**src/rtl/calc_seq_pkg.sv**
```systemverilog
// Purpose: shared types and default sizing for the calc neuron sequencer.
// Latency: n/a (declarations only).
// Backpressure: n/a (declarations only).
package calc_seq_pkg;

   // Default layer geometry: 16 binary inputs per neuron, 8 neurons.
   localparam int N_IN  = 16;
   localparam int N_NEU = 8;
   localparam int IA_W  = 4;   // input-bit memory address width
   localparam int WA_W  = 7;   // weight memory address width

   typedef enum logic [2:0] {
      ST_IDLE,
      ST_CLEAR,
      ST_RUN,
      ST_ACT,
      ST_DONE
   } state_t;

endpackage

```
**src/rtl/calc_seq.sv**
```systemverilog
// Purpose: walks N_NEU neurons through one calc datapath, streaming input/weight bits from 1-cycle ROMs.
// Latency: done pulses N_NEU*(N_IN+2)+1 cycles after the start edge; each neuron takes CLEAR + N_IN RUN + ACT.
// Backpressure: none; memories are fixed 1-cycle latency, and start is sampled only in IDLE (no queueing).
//
// Ports:
//   clk, rst (async, active-low)        clock and reset
//   start / busy / done                 run request, in-progress flag, one-cycle completion pulse
//   in_addr, in_bit, w_addr, w_bit      read address out, read data in (data one cycle after address)
//   rd_en                               shared read strobe for both memories
//   calc_1, calc_in, calc_clr           drive the owned calc instance
//   agg_out_acted                       activated aggregator result from calc
//   out_vec, out_valid                  per-neuron results and "complete, current" flag
module calc_seq
   import calc_seq_pkg::*;
#(
   parameter int N_IN  = calc_seq_pkg::N_IN,
   parameter int N_NEU = calc_seq_pkg::N_NEU,
   parameter int IA_W  = calc_seq_pkg::IA_W,
   parameter int WA_W  = calc_seq_pkg::WA_W
) (
   input  logic             clk,
   input  logic             rst,
   input  logic             start,
   output logic             busy,
   output logic             done,
   output logic [IA_W-1:0]  in_addr,
   input  logic             in_bit,
   output logic [WA_W-1:0]  w_addr,
   input  logic             w_bit,
   output logic             rd_en,
   output logic             calc_1,
   output logic             calc_in,
   output logic             calc_clr,
   input  logic             agg_out_acted,
   output logic [N_NEU-1:0] out_vec,
   output logic             out_valid
);

   localparam int              NW     = (N_NEU > 1) ? $clog2(N_NEU) : 1;
   localparam logic [IA_W-1:0] K_LAST = IA_W'(N_IN - 1);
   localparam logic [IA_W-1:0] K_PEN  = IA_W'(N_IN - 2);
   localparam logic [NW-1:0]   N_LAST = NW'(N_NEU - 1);

   state_t           state_q, state_d;
   logic [IA_W-1:0]  k_q, k_d;
   logic [NW-1:0]    n_q, n_d;
   logic             rd_en_q, rd_en_d;
   logic [IA_W-1:0]  in_addr_q, in_addr_d;
   logic [WA_W-1:0]  w_addr_q, w_addr_d;
   logic [N_NEU-1:0] out_vec_q, out_vec_d;
   logic             out_valid_q, out_valid_d;

   always_ff @(posedge clk or negedge rst) begin
      if (!rst) begin
         state_q     <= ST_IDLE;
         k_q         <= '0;
         n_q         <= '0;
         rd_en_q     <= 1'b0;
         in_addr_q   <= '0;
         w_addr_q    <= '0;
         out_vec_q   <= '0;
         out_valid_q <= 1'b0;
      end else begin
         state_q     <= state_d;
         k_q         <= k_d;
         n_q         <= n_d;
         rd_en_q     <= rd_en_d;
         in_addr_q   <= in_addr_d;
         w_addr_q    <= w_addr_d;
         out_vec_q   <= out_vec_d;
         out_valid_q <= out_valid_d;
      end
   end

   // The read strobe and addresses are registered: each branch computes what
   // the memories must see in the *next* cycle. Weight addresses are issued
   // strictly sequentially (n*N_IN .. n*N_IN+N_IN-1, then the next neuron's
   // base), so an incrementer replaces the n*N_IN multiply. Addresses hold
   // whenever rd_en_d stays low.
   always_comb begin
      state_d     = state_q;
      k_d         = k_q;
      n_d         = n_q;
      rd_en_d     = 1'b0;
      in_addr_d   = in_addr_q;
      w_addr_d    = w_addr_q;
      out_vec_d   = out_vec_q;
      out_valid_d = out_valid_q;

      case (state_q)
         ST_IDLE: begin
            if (start) begin
               state_d     = ST_CLEAR;
               n_d         = '0;
               out_valid_d = 1'b0;
               rd_en_d     = 1'b1;
               in_addr_d   = '0;
               w_addr_d    = '0;
            end
         end

         ST_CLEAR: begin
            // Index 0 was fetched during CLEAR; first RUN cycle fetches index 1.
            state_d   = ST_RUN;
            k_d       = '0;
            rd_en_d   = 1'b1;
            in_addr_d = in_addr_q + 1'b1;
            w_addr_d  = w_addr_q + 1'b1;
         end

         ST_RUN: begin
            if (k_q == K_LAST) begin
               state_d = ST_ACT;
            end else begin
               k_d = k_q + 1'b1;
               // Fetch index k+2 unless k+1 is already the last index.
               if (k_q != K_PEN) begin
                  rd_en_d   = 1'b1;
                  in_addr_d = in_addr_q + 1'b1;
                  w_addr_d  = w_addr_q + 1'b1;
               end
            end
         end

         ST_ACT: begin
            for (int i = 0; i < N_NEU; i++) begin
               if (NW'(i) == n_q) out_vec_d[i] = agg_out_acted;
            end
            if (n_q == N_LAST) begin
               state_d = ST_DONE;
            end else begin
               state_d   = ST_CLEAR;
               n_d       = n_q + 1'b1;
               rd_en_d   = 1'b1;
               in_addr_d = '0;
               w_addr_d  = w_addr_q + 1'b1;
            end
         end

         ST_DONE: begin
            state_d     = ST_IDLE;
            out_valid_d = 1'b1;
         end

         default: begin
            state_d = ST_IDLE;
         end
      endcase
   end

   assign busy      = (state_q != ST_IDLE);
   assign done      = (state_q == ST_DONE);
   assign calc_clr  = (state_q == ST_IDLE) || (state_q == ST_CLEAR) || (state_q == ST_DONE);
   // Memory data is only meaningful in RUN; elsewhere the aggregator sees zeros.
   assign calc_1    = (state_q == ST_RUN) && in_bit;
   assign calc_in   = (state_q == ST_RUN) && w_bit;
   assign rd_en     = rd_en_q;
   assign in_addr   = in_addr_q;
   assign w_addr    = w_addr_q;
   assign out_vec   = out_vec_q;
   assign out_valid = out_valid_q;

endmodule

```
**config.mk**
```make
export PLATFORM = sky130hd
export DESIGN_NAME = calc_seq
export DESIGN_NICKNAME = d
export VERILOG_FILES = /design/src/rtl/calc_seq_pkg.sv /design/src/rtl/calc_seq.sv
export SDC_FILE = /design/constraint.sdc
export NUM_CORES = 1
export LEC_CHECK = 0
export CAP_MARGIN = 20
export CORE_MARGIN = 1.5
export CORE_UTILIZATION = 38
export CTS_CLUSTER_SIZE = 12
export DETAILED_ROUTE_END_ITERATION = 12
export MAX_ROUTING_LAYER = met4
export PLACE_DENSITY_LB_ADDON = 0.25
export SYNTH_ARGS = -nofsm -noshare
export SYNTH_HDL_FRONTEND = slang
export SYNTH_SLANG_ARGS = --single-unit
```
**constraint.sdc**
```tcl
create_clock -name clk -period 1.65 [get_ports clk]
set_input_delay 0.33 -clock clk [delete_from_list [all_inputs] [get_ports clk]]
set_output_delay 0.33 -clock clk [all_outputs]
set_load 0.005 [all_outputs]
```
### Word-level counts from Yosys, hierarchy flattened

Cells that the tools add are included.

| word-level totals | value |
|---|---|
| register bits | 31 |
| bits of input ports | 6 |
| output and inout port bits | 26 |
| logic and storage cells | 88 |

| cells by class | value |
|---|---|
| add/subtract/negate cells | 4 |
| equality and inequality tests | 19 |
| muxes and demuxes | 26 |
| reduce and logical (&&, ||, !) cells | 24 |

Operators with widths:

| kind | count |
|---|---|
| $mux 7 | 4 |
| $pmux 7 s4 | 1 |
| $reduce_and 2->1 | 11 |
| $mux 4 | 5 |
| $pmux 4 s4 | 1 |
| $mux 3 | 5 |
| $eq 3x3->1 const A | 4 |
| $pmux 3 s4 | 1 |
| $ne 2x2->1 const B | 5 |
| $add 4x1->4 const B | 2 |
| $pmux 4 s2 | 1 |
| $add 7x1->7 const B | 1 |
| $eq 2x3->1 const A | 2 |
| $eq 3x2->1 const B | 2 |
| $eq 3x3->1 const B | 2 |
| $logic_not 3->1 | 2 |
| $pmux 3 s2 | 1 |
| $reduce_bool 2->1 | 3 |
| $mux 1 | 5 |
| $reduce_and 5->1 | 1 |
| $eq 4x4->1 const B | 1 |
| $ne 4x4->1 const B | 1 |
| $pmux 1 s4 | 1 |
| $reduce_bool 4->1 | 1 |
| 8 further kinds | 10 |

### Longest topological paths before layout

Gate-level depths: netlist of run 1.

| depth | value |
|---|---|
| depth after elaboration | 4 |
| mapped depth | 7 |
| mapped depth without buffers | 6 |

### Least setup slack after synthesis of run 1

Ideal clock, no wire load.

| timing path | value |
|---|---|
| path kind | flip-flop to flip-flop |
| start | reg n_q[0] |
| end | reg in_addr_q[0], in the netlist in_addr[0] |
| arrival time | 1627 ps |
| data required time | 1525 ps |
| setup slack | -101 ps |
| cell stages (with the launch flop) | 8 |
| period minus slack after synthesis | 1751 ps |
| path through | dfrtp_1 ha_1 ha_1 nand2_1 a221oi_4 or2_1 buf_6 mux2_2 |

| between the ends | value |
|---|---|
| word-level cells in the longest chain between the ends | 3 |

Ends and longest elaborated chain:

| item | line | RTL |
|---|---|---|
| start: declaration | calc_seq.sv:46 | `logic [NW-1:0] n_q, n_d;` |
| start signal: assignment | calc_seq.sv:66 | `n_q <= n_d;` |
| $eq 3x3->1 | calc_seq.sv:129 | `if (n_q == N_LAST) begin` |
| $ne 2x2->1 (no line) | n/a |  |
| $reduce_and 5->1 (no line) | n/a |  |
| end signal: assignment | calc_seq.sv:68 | `in_addr_q <= in_addr_d;` |
| end: declaration | calc_seq.sv:48 | `logic [IA_W-1:0] in_addr_q, in_addr_d;` |

Every way passes these cells.
A chain may end at the register's enable or synchronous reset.

### Worst setup path in the final report of run 1

| timing path | value |
|---|---|
| start | reg k_q[0] |
| end | reg w_addr_q[0], in the netlist w_addr[0] |

| between the ends | value |
|---|---|
| word-level cells in the longest chain between the ends | 3 |
| elaborated cells on any way between the ends | 5 |
| classes of those cells | eq/ne (4); reduce/logical (1) |

Ends and longest elaborated chain:

| item | line | RTL |
|---|---|---|
| start: declaration | calc_seq.sv:45 | `logic [IA_W-1:0] k_q, k_d;` |
| start signal: assignment | calc_seq.sv:65 | `k_q <= k_d;` |
| $ne 4x4->1 or $eq 4x4->1 (tied branches) | calc_seq.sv:117, calc_seq.sv:112 |  |
| $ne 2x2->1 (no line) | n/a |  |
| $reduce_and 5->1 (no line) * | n/a |  |
| end signal: assignment | calc_seq.sv:69 | `w_addr_q <= w_addr_d;` |
| end: declaration | calc_seq.sv:49 | `logic [WA_W-1:0] w_addr_q, w_addr_d;` |

Mark *: on every way between the ends. The rest lies on a longest branch, timed or not.

==> metrics.log, run 1 <==
INFO  metric end_kind = flip-flop
INFO  metric synth_cell_type_count = 41
INFO  metric rsz0062_at_grt = yes
INFO  metric tritoncts = yes
INFO  metric critical-path-max-stage-delay = 0.40 ns
INFO  metric floorplan.core_area = 4350 sq um
INFO  metric finalHoldWorstSlack = 0.443 ns
INFO  metric status = finished, violations left
INFO  metric dpl_cell_area = around 2200 sq um
INFO  metric syn_to_final_growth = 42.8%
INFO  metric layout_worst_path_cycle_share = 1.03
INFO  metric worst_ir_drop_vdd = 0.890 mV
INFO  metric share_seq_of_total_power = 0.292
INFO  metric drt_iter0_drc = 34
INFO  metric synthesis.yosys.warnings = 0
INFO  metric worst_setup_hold_path_clk_slew = 0.06 ns
INFO  metric first_global_vias = 1493
INFO  metric routed-via-count = 1414
INFO  metric post_route_clock_skew = around 0.0041 ns
INFO  metric grt_use_total = 0.173
INFO  metric timing.critical_path.max_delay_family = compound AO/OA/AOI/OAI gates
INFO  metric clock-sinks = 31
INFO  metric fp-row-count = 24
INFO  metric max-cap-violations = 0
INFO  metric clock-root-buffer = sky130_fd_sc_hd__clkbuf_8
INFO  metric power_frac_clock = 0.142
INFO  metric final_cell_count_no_fill = 277
INFO  metric post-route-worst-setup-slack = -0.0477 ns
INFO  metric grt_pass1_wl = 6600 um
INFO  metric post-dp-hpwl = 2740 um
INFO  metric cp_data_arrival_time = 1.85 ns
INFO  metric tritonroute_pass_1_iters = 4
INFO  metric placement.io_buffers = 31
INFO  metric sequential_cell_area = 776 sq um
INFO  metric worst_ep_required_time = 1.81 ns
INFO  metric gp_congestion = roughly 0.8
INFO  metric slowest_stage = sky130_fd_sc_hd__dfrtp_1
INFO  metric pin_count = 32
INFO  metric dp_cells = 261
INFO  metric design.die.area = 4920 sq um
INFO  metric layout.nets = 241
INFO  metric initial_utilization = 0.394
INFO  metric die_w = between 70 and 80 um
INFO  metric finalSetupViolations = 5
INFO  metric logic_gate_share_of_total_power = 0.566
INFO  metric antenna_left = 0
INFO  metric ctsLongestPathBuffers = 2
INFO  metric netlist_area = 1710 sq um
INFO  metric synthesized_net_count = 180
INFO  metric grt_antenna_before_repair = 0
INFO  metric wl_per_cell = 14.0 um
INFO  metric worstSkewPairLatency = 0.27 ns
INFO  metric start_kind = flip-flop
INFO  metric total_cts_buffers = 5
INFO  metric postSynthAreaPerCell = around 10 sq um
INFO  metric setup-tns-final = -0.0907 ns
INFO  metric n_antenna_cell = 0
INFO  metric power.leakage = around 1.1 nW
INFO  metric vias_per_cell = just over 5
INFO  metric critical_path_peak_fanout = 5
INFO  metric count_of_buffer_and_inverter_cells_on_the_critical_path = 2
INFO  metric h-tree-depth = 2
INFO  metric wirelength_routed = slightly below 4000 um
INFO  metric fmax = 0.589 GHz
INFO  metric grt_start_max_net_pins = 32
INFO  metric crit_chain = inv_1 -> ha_2 -> o211ai_4 -> a221oi_4 -> buf_6 -> nor3_4 -> mux2_4
INFO  metric layout-drive-gt1-share = 0.329
INFO  metric multi_input_comb_area = 937 sq um
INFO  metric grt_overflow_total = 0
INFO  metric floorplan.die.height = 70.2 um
INFO  metric finish.instance_area = 2450 sq um
INFO  metric ys_seq_elements = 31
INFO  metric internal_power = 2.70 mW
INFO  metric filler_cell_count = 372
INFO  metric power_switching_share = 0.358
INFO  metric synthesis.instances = 164
INFO  metric route.detailed.drc = 0
INFO  metric net_sw_power = ~1.5 mW
INFO  metric synth_sequential_area_ratio = 0.453
INFO  metric power-per-cell-area = 1710 nW/um^2
INFO  metric report.final.slew_viol_count = 0
INFO  metric final-hold-violation-count = 0
INFO  metric hold_class = in -> async
INFO  metric critical_path_class = reg -> reg
INFO  metric worst_slew_margin_rel = 0.729
INFO  metric max_slew.worst_pin.slew = 0.406 ns
INFO  metric failed_checks = negative setup slack
INFO  metric finalCriticalPeriod = 1.70 ns
[layer usage]
layer,part of all wire,track usage,up-vias,wire length [um]
li1,-,-,702,-
met1,0.44,0.196,683,1710
met2,0.52,0.304,25,2010
met3,0.033,0.0375,4,127
met4,0.010,0.0577,0,40
met5,0,-,-,0
[final cells by class]
type,instances,share of cell area
clock buffers,6,0.0337
clock inverters,1,0.00204
repair buffers,62,0.224
inverters,9,0.0138
multi-input cells,116,0.383
flip-flops and latches,31,0.317
well taps,52,0.0266
[cells by family (layout without fill, tap and decap cells)]
family / Yosys count / count (layout) / share of synthesized area
compound gates: 35 / 35 / 0.161
mux: 12 / 12 / 0.0774
xor+xnor: 3 / 3 / 0.0153
simple gates: 56 / 56 / 0.171
flops: 31 / 31 / 0.453
buf+inv: 17 / 78 / 0.0504
fa+ha+maj: 10 / 10 / 0.0730
[worst reg2reg max path, delay by kind of cell, from the launching register on]
| family | cells | cell delay [ns] |
|---|---|---|
| compound gates | 2 | 0.43 |
| fa+ha+maj | 1 | 0.19 |
| buf+inv | 2 | 0.24 |
| flops | 1 | 0.40 |
| mux | 1 | 0.27 |
| simple gates | 1 | 0.05 |
[registers in the layout, summed over array words and instances, names as in the netlist]
signal     flops
n_q            3
w_addr         7
out_vec        8
out_valid      1
rd_en          1
in_addr        4
state_q        3
k_q            4
[worst paths after layout]
check | depth (start not counted) | startpoint | slack (ns) | to
hold reg to reg | 1 | out_valid | 0.48 | out_valid
setup / recovery | 7 | k_q[0] | -0.05 | w_addr[0]
min in group clk | 1 | out_valid | 0.48 | out_valid
hold / removal | 2 | rst | 0.44 | w_addr[0]
setup reg to reg | 7 | k_q[0] | -0.05 | w_addr[0]
max in group asynchronous | 2 | rst | 0.91 | n_q[2]
[placed cells by master (no fill, tap or decap), types with 3 or more instances in the layout]
cell type / count
sky130_fd_sc_hd__nand2_1: 12
sky130_fd_sc_hd__nand3_1: 12
sky130_fd_sc_hd__a31o_2: 3
sky130_fd_sc_hd__o21ai_0: 8
sky130_fd_sc_hd__clkbuf_8: 6
sky130_fd_sc_hd__buf_4: 22
sky130_fd_sc_hd__and3_1: 3
sky130_fd_sc_hd__ha_1: 6
sky130_fd_sc_hd__inv_1: 9
sky130_fd_sc_hd__clkdlybuf4s50_1: 26
sky130_fd_sc_hd__buf_6: 8
sky130_fd_sc_hd__nor2_1: 8
sky130_fd_sc_hd__mux2_2: 6
sky130_fd_sc_hd__and2_1: 3
sky130_fd_sc_hd__buf_2: 5
sky130_fd_sc_hd__mux2_4: 4
sky130_fd_sc_hd__a21oi_1: 7
sky130_fd_sc_hd__o31a_1: 3
sky130_fd_sc_hd__ha_2: 3
sky130_fd_sc_hd__dfrtp_1: 31
[power by group through the flow]
stage	Combinational, mW	Clock, mW	Sequential [mW]
2_1_floorplan	1.18	0	1.22
3_3_place_gp	2.00	0	1.23
3_5_place_dp	2.07	0	1.24
4_1_cts	2.28	0.622	1.22
5_1_grt	2.62	0.656	1.26
6_report	2.38	0.596	1.23
[synth_stat cells]
cell | n | area (sq um)
sky130_fd_sc_hd__a31o_2 | 3 | 26.3
sky130_fd_sc_hd__a31oi_1 | 1 | 6.26
sky130_fd_sc_hd__or3_1 | 1 | 6.26
sky130_fd_sc_hd__ha_1 | 10 | 125
sky130_fd_sc_hd__or2_2 | 1 | 6.26
sky130_fd_sc_hd__clkbuf_1 | 2 | 7.51
sky130_fd_sc_hd__nor3_1 | 3 | 15.0
sky130_fd_sc_hd__dfrtp_1 | 31 | 776
sky130_fd_sc_hd__a221oi_4 | 1 | 26.3
sky130_fd_sc_hd__o2bb2ai_1 | 1 | 8.76
sky130_fd_sc_hd__nand2b_1 | 1 | 6.26
sky130_fd_sc_hd__buf_2 | 3 | 15.0
sky130_fd_sc_hd__a311oi_1 | 1 | 8.76
sky130_fd_sc_hd__nor3b_1 | 1 | 7.51
sky130_fd_sc_hd__a21o_1 | 1 | 7.51
sky130_fd_sc_hd__o31ai_1 | 2 | 15.0
sky130_fd_sc_hd__or2_1 | 1 | 6.26
sky130_fd_sc_hd__buf_6 | 2 | 22.5
sky130_fd_sc_hd__buf_4 | 1 | 7.51
sky130_fd_sc_hd__nor2b_1 | 3 | 18.8
sky130_fd_sc_hd__and3b_1 | 1 | 8.76
sky130_fd_sc_hd__a21oi_1 | 7 | 35.0
sky130_fd_sc_hd__nor2b_4 | 1 | 13.8
sky130_fd_sc_hd__mux2_2 | 10 | 113
sky130_fd_sc_hd__mux2i_1 | 2 | 20.0
sky130_fd_sc_hd__and3_1 | 3 | 18.8
sky130_fd_sc_hd__nor2_2 | 1 | 6.26
sky130_fd_sc_hd__a211oi_1 | 1 | 7.51
sky130_fd_sc_hd__nand3_1 | 12 | 60.1
sky130_fd_sc_hd__xor2_1 | 1 | 8.76
sky130_fd_sc_hd__o211ai_2 | 1 | 12.5
sky130_fd_sc_hd__o21ai_0 | 9 | 45.0
sky130_fd_sc_hd__and2_1 | 5 | 31.3
sky130_fd_sc_hd__nand2_1 | 13 | 48.8
sky130_fd_sc_hd__and4_1 | 1 | 8.76
sky130_fd_sc_hd__o41ai_2 | 2 | 32.5
sky130_fd_sc_hd__xnor2_1 | 2 | 17.5
sky130_fd_sc_hd__o31a_1 | 3 | 26.3
sky130_fd_sc_hd__a22o_1 | 2 | 17.5
sky130_fd_sc_hd__nor2_1 | 8 | 30.0
sky130_fd_sc_hd__inv_1 | 9 | 33.8
[metrics by stage]
step / power [mW] / util / setup WS [ns]
final: 4.20 / 0.562 / -0.0477
after global routing: 4.54 / 0.562 / -0.119
after CTS: 4.12 / 0.552 / -0.0693
after detailed placement: 3.31 / 0.514 / -0.268
after global placement: 3.23 / 0.514 / -0.213
after floorplan: 2.41 / - / -0.0287
[repair_timing]
item | CTS | global route
gates cloned | 1 | 0
hold buffers | 0 | 0
gates resized for setup | 28 | 10
pin swaps | 9 | 5
endpoints found under the setup margin | 17 | 23
buffers inserted | 5 | 3
hold endpoints to repair | 0 | 0
Power figures use the tool's default switching activity.
==> run 2: changes to the inputs <==
Settings changed: ABC_AREA set to 1.
==> run 2 against run 1 <==
Compared with the run above: the flow now finishes without violations; synthesized cell count rose by 27%; wire length fell by 16%; global-route usage fell by 2.3 points; worst setup slack improved by 0.12 ns; largest power group unchanged.
==> metrics.log, run 2 <==
INFO  metric ctsLongestPathBuffers = 2 (unchanged)
INFO  metric sequential_cell_area = 776 sq um (unchanged)
INFO  metric setup-tns-final = 0 ns (+0.0907 ns)
INFO  metric layout-drive-gt1-share = 0.146 (-0.183)
INFO  metric synth_cell_type_count = 23 (-44%)
INFO  metric hold_buffer_count_at_cts = 0 (unchanged)
INFO  metric post-synth-top-area-fraction = 0.455 (+0.00232)
INFO  metric power-per-cell-area = 1490 nW/um^2 (-13%)
INFO  metric syn_to_final_growth = 33.6%
INFO  metric layout_commonest_cell = sky130_fd_sc_hd__nand2_1
INFO  metric worst_slew_margin_rel = 0.736 (+0.00645)
INFO  metric grt_antenna_before_repair = 0 (unchanged)
INFO  metric multi_input_comb_area = 812 sq um (-13%)
INFO  metric hold_class = in -> async
INFO  metric grt_pass1_wl = 5780 um (-12%)
INFO  metric post-route-worst-setup-slack = 0.0675 ns (+0.115 ns)
INFO  metric vias_per_cell = 4.72 (-7.5%)
INFO  metric crit_chain = clkdlybuf4s50_1
INFO  metric h-tree-depth = 2 (unchanged)
INFO  metric finish.instance_area = 2280 sq um (-6.9%)
INFO  metric top_post_synthesis_cells_by_count = 56 x sky130_fd_sc_hd__nand2_1, 31 x sky130_fd_sc_hd__dfrtp_1, 29 x sky130_fd_sc_hd__inv_1, 18 x sky130_fd_sc_hd__nor2_1, 17 x sky130_fd_sc_hd__o21ai_0
INFO  metric initial_utilization = 0.394 (+0.000709)
INFO  metric synth.top_cells.by_area = sky130_fd_sc_hd__dfrtp_1 45%, sky130_fd_sc_hd__nand2_1 12%, sky130_fd_sc_hd__ha_1 7.3%, sky130_fd_sc_hd__inv_1 6.4%, sky130_fd_sc_hd__o21ai_0 5.0%
INFO  metric fmax = 0.632 GHz (+7.3%)
INFO  metric synth_enable_flop_cells = 0 (unchanged)
INFO  metric total_cts_buffers = 5 (unchanged)
INFO  metric ff2ff_setup_slack = 0.15 ns (+0.20 ns)
INFO  metric layout.cells.most_common_list = 55 x sky130_fd_sc_hd__nand2_1, 31 x sky130_fd_sc_hd__dfrtp_1, 28 x sky130_fd_sc_hd__inv_1, 26 x sky130_fd_sc_hd__clkdlybuf4s50_1
INFO  metric worstSkewPairLatency = 0.28 ns (about the same)
INFO  metric clock-root-buffer = sky130_fd_sc_hd__clkbuf_8
INFO  metric ys_seq_elements = 31 (unchanged)
INFO  metric synthesis.instances = 208 (+27%)
INFO  metric asyncSetResetFlopFracSynth = 1.00 (unchanged)
INFO  metric first_global_vias = 1298 (-13%)
INFO  metric filler_cell_count = 442 (+19%)
INFO  metric final-hold-violation-count = 0 (unchanged)
INFO  metric design.die.area = 4900 sq um (-0.50%)
INFO  metric floorplan.core_area = 4320 sq um (-0.69%)
INFO  metric critical_path_peak_fanout = 7 (+2)
INFO  metric netlist.top_cell.by_area = sky130_fd_sc_hd__dfrtp_1
INFO  metric post-dp-hpwl = 2400 um (-12%)
INFO  metric postSynthAreaPerCell = 8.20 sq um (-22%)
INFO  metric power.leakage = 1.10 nW (-1.2%)
INFO  metric finalPower = 3.40 mW (-19%)
INFO  metric placement.io_buffers = 31 (unchanged)
INFO  metric final_cell_count_no_fill = 312 (+13%)
INFO  metric start_kind = flip-flop
INFO  metric grt_overflow_total = 0 (unchanged)
INFO  metric dominantRegCellSynth = sky130_fd_sc_hd__dfrtp_1
INFO  metric worst_ir_drop_vdd = 0.634 mV (-29%)
INFO  metric report.final.slew_viol_count = 0 (unchanged)
INFO  metric pre_cts_slack = -0.104 ns (+0.164 ns)
INFO  metric tritoncts = yes
INFO  metric end_kind = primary output
INFO  metric max_slew.worst_pin.slew = 0.396 ns (-0.00967 ns)
INFO  metric drt_iter0_drc = 121 (+260%)
INFO  metric fp-row-count = 24 (unchanged)
INFO  metric route.detailed.drc = 0 (unchanged)
INFO  metric timing.critical_path.max_delay_family = buffers and inverters
INFO  metric antenna_left = 0 (unchanged)
INFO  metric grt_use_total = 0.150 (-0.0228)
INFO  metric rsz0062_at_grt = no
INFO  metric max-cap-violations = 0 (unchanged)
INFO  metric finalSetupViolations = 0 (-5)
INFO  metric cp_data_arrival_time = 1.25 ns (-0.60 ns)
INFO  metric worst_ep_required_time = 1.32 ns (-0.49 ns)
INFO  metric gp_congestion = 0.841 (+5.2%)
INFO  metric tritonroute_pass_1_iters = 6 (+2)
INFO  metric wl_per_cell = 10.5 um (-25%)
INFO  metric layout_worst_path_cycle_share = 0.959 (-0.0698)
INFO  metric slowest_stage = sky130_fd_sc_hd__clkdlybuf4s50_1
INFO  metric layout.nets = 275 (+14%)
INFO  metric critical_path_class = reg -> out
INFO  metric netlist_area = 1710 sq um (-0.51%)
INFO  metric synthMostInstantiatedCell = sky130_fd_sc_hd__nand2_1
INFO  metric wirelength_routed = 3270 um (-16%)
INFO  metric largest_reg_flops = 8 (unchanged)
INFO  metric dpl_cell_area = 2130 sq um (-4.8%)
INFO  metric grt_start_max_net_pins = 32 (unchanged)
INFO  metric post_route_clock_skew = 0.00703 ns (+0.00297 ns)
INFO  metric synth_sequential_area_ratio = 0.455 (+0.00232)
INFO  metric finalCriticalPeriod = 1.58 ns (-0.115 ns)
INFO  metric routed-via-count = 1473 (+4.2%)
INFO  metric dp_cells = 298 (+14%)
INFO  metric worst_setup_hold_path_clk_slew = 0.07 ns (about the same)
INFO  metric synthesized_net_count = 224 (+24%)
INFO  metric die_w = 70.0 um (-0.25%)
INFO  metric synthesis.yosys.warnings = 0 (unchanged)
INFO  metric pin_count = 32 (unchanged)
INFO  metric status = completed
INFO  metric count_of_buffer_and_inverter_cells_on_the_critical_path = 1 (-1)
INFO  metric clock-sinks = 31 (unchanged)
INFO  metric floorplan.die.height = 70.0 um (-0.25%)
INFO  metric critical-path-max-stage-delay = 0.53 ns (+0.13 ns)
INFO  metric n_antenna_cell = 0 (unchanged)
-- run 2: changes by cell type in the layout (fill, tap and decap cells not counted), sizes merged, moves of 5 or more --
cell,change
mux2,-10
inv,+22
nand2,+46
o21ai,+13
and2,-5
nand4,+7
buf,-21
nor2,+11
-- run 2: power breakdown --
group | switching, mW | internal [mW]
registers | 0.180 | 0.964
clock network | 0.271 | 0.380
logic | 0.882 | 0.724
-- run 2: final timing paths --
check / cells past startpoint / end / from
worst min-delay path: 2 / in_addr[0] / rst
worst min register to register: 2 / out_vec[1] / out_vec[1]
worst max-delay path: 1 / w_addr[2] / w_addr[2]
worst max register to register: 8 / w_addr[2] / state_q[0]
max in group asynchronous: 2 / out_vec[6] / rst
min in group clk: 2 / out_vec[1] / out_vec[1]
-- run 2: logic make-up (layout without fill, tap and decap cells) --
logic type	count (synthesis)	in the layout	share of synthesized area
AO/OA/AOI/OAI	29	29	0.102
AND/OR/NAND/NOR	103	103	0.280
XOR/XNOR	3	3	0.0154
buffers and inverters	32	84	0.0748
adder cells (fa/ha/maj)	10	10	0.0734
flip-flops	31	31	0.455
-- run 2: what timing repair did --
| item | in CTS | in global routing |
|---|---|---|
| endpoints found under the hold margin | 0 | 0 |
| gates resized for setup | 9 | 0 |
| endpoints found under the setup margin | 5 | 1 |
| cloned | 0 | 0 |
| setup buffers | 5 | 1 |
-- run 2: layout make-up --
class	count	share of cell area
Inverter	31	0.0511
Multi-Input combinational cell	145	0.356
Tap cell	52	0.0286
Timing Repair Buffer	45	0.180
Sequential cell	31	0.340
Clock buffer	8	0.0439
-- run 2: per-layer routing --
metal	share of wire	track usage
met2	0.45	0.223
met3	0.038	0.0361
met5	0	-
met4	0.0098	0.0513
met1	0.51	0.203
-- run 2: through the flow --
step / hold slack, ns / util
finish: 0.442 / 0.527
global route: 0.497 / 0.527
CTS: 0.459 / 0.525
detailed placement: 0.479 / 0.492
global placement: 0.469 / 0.492
floorplan: 0.0344 / -
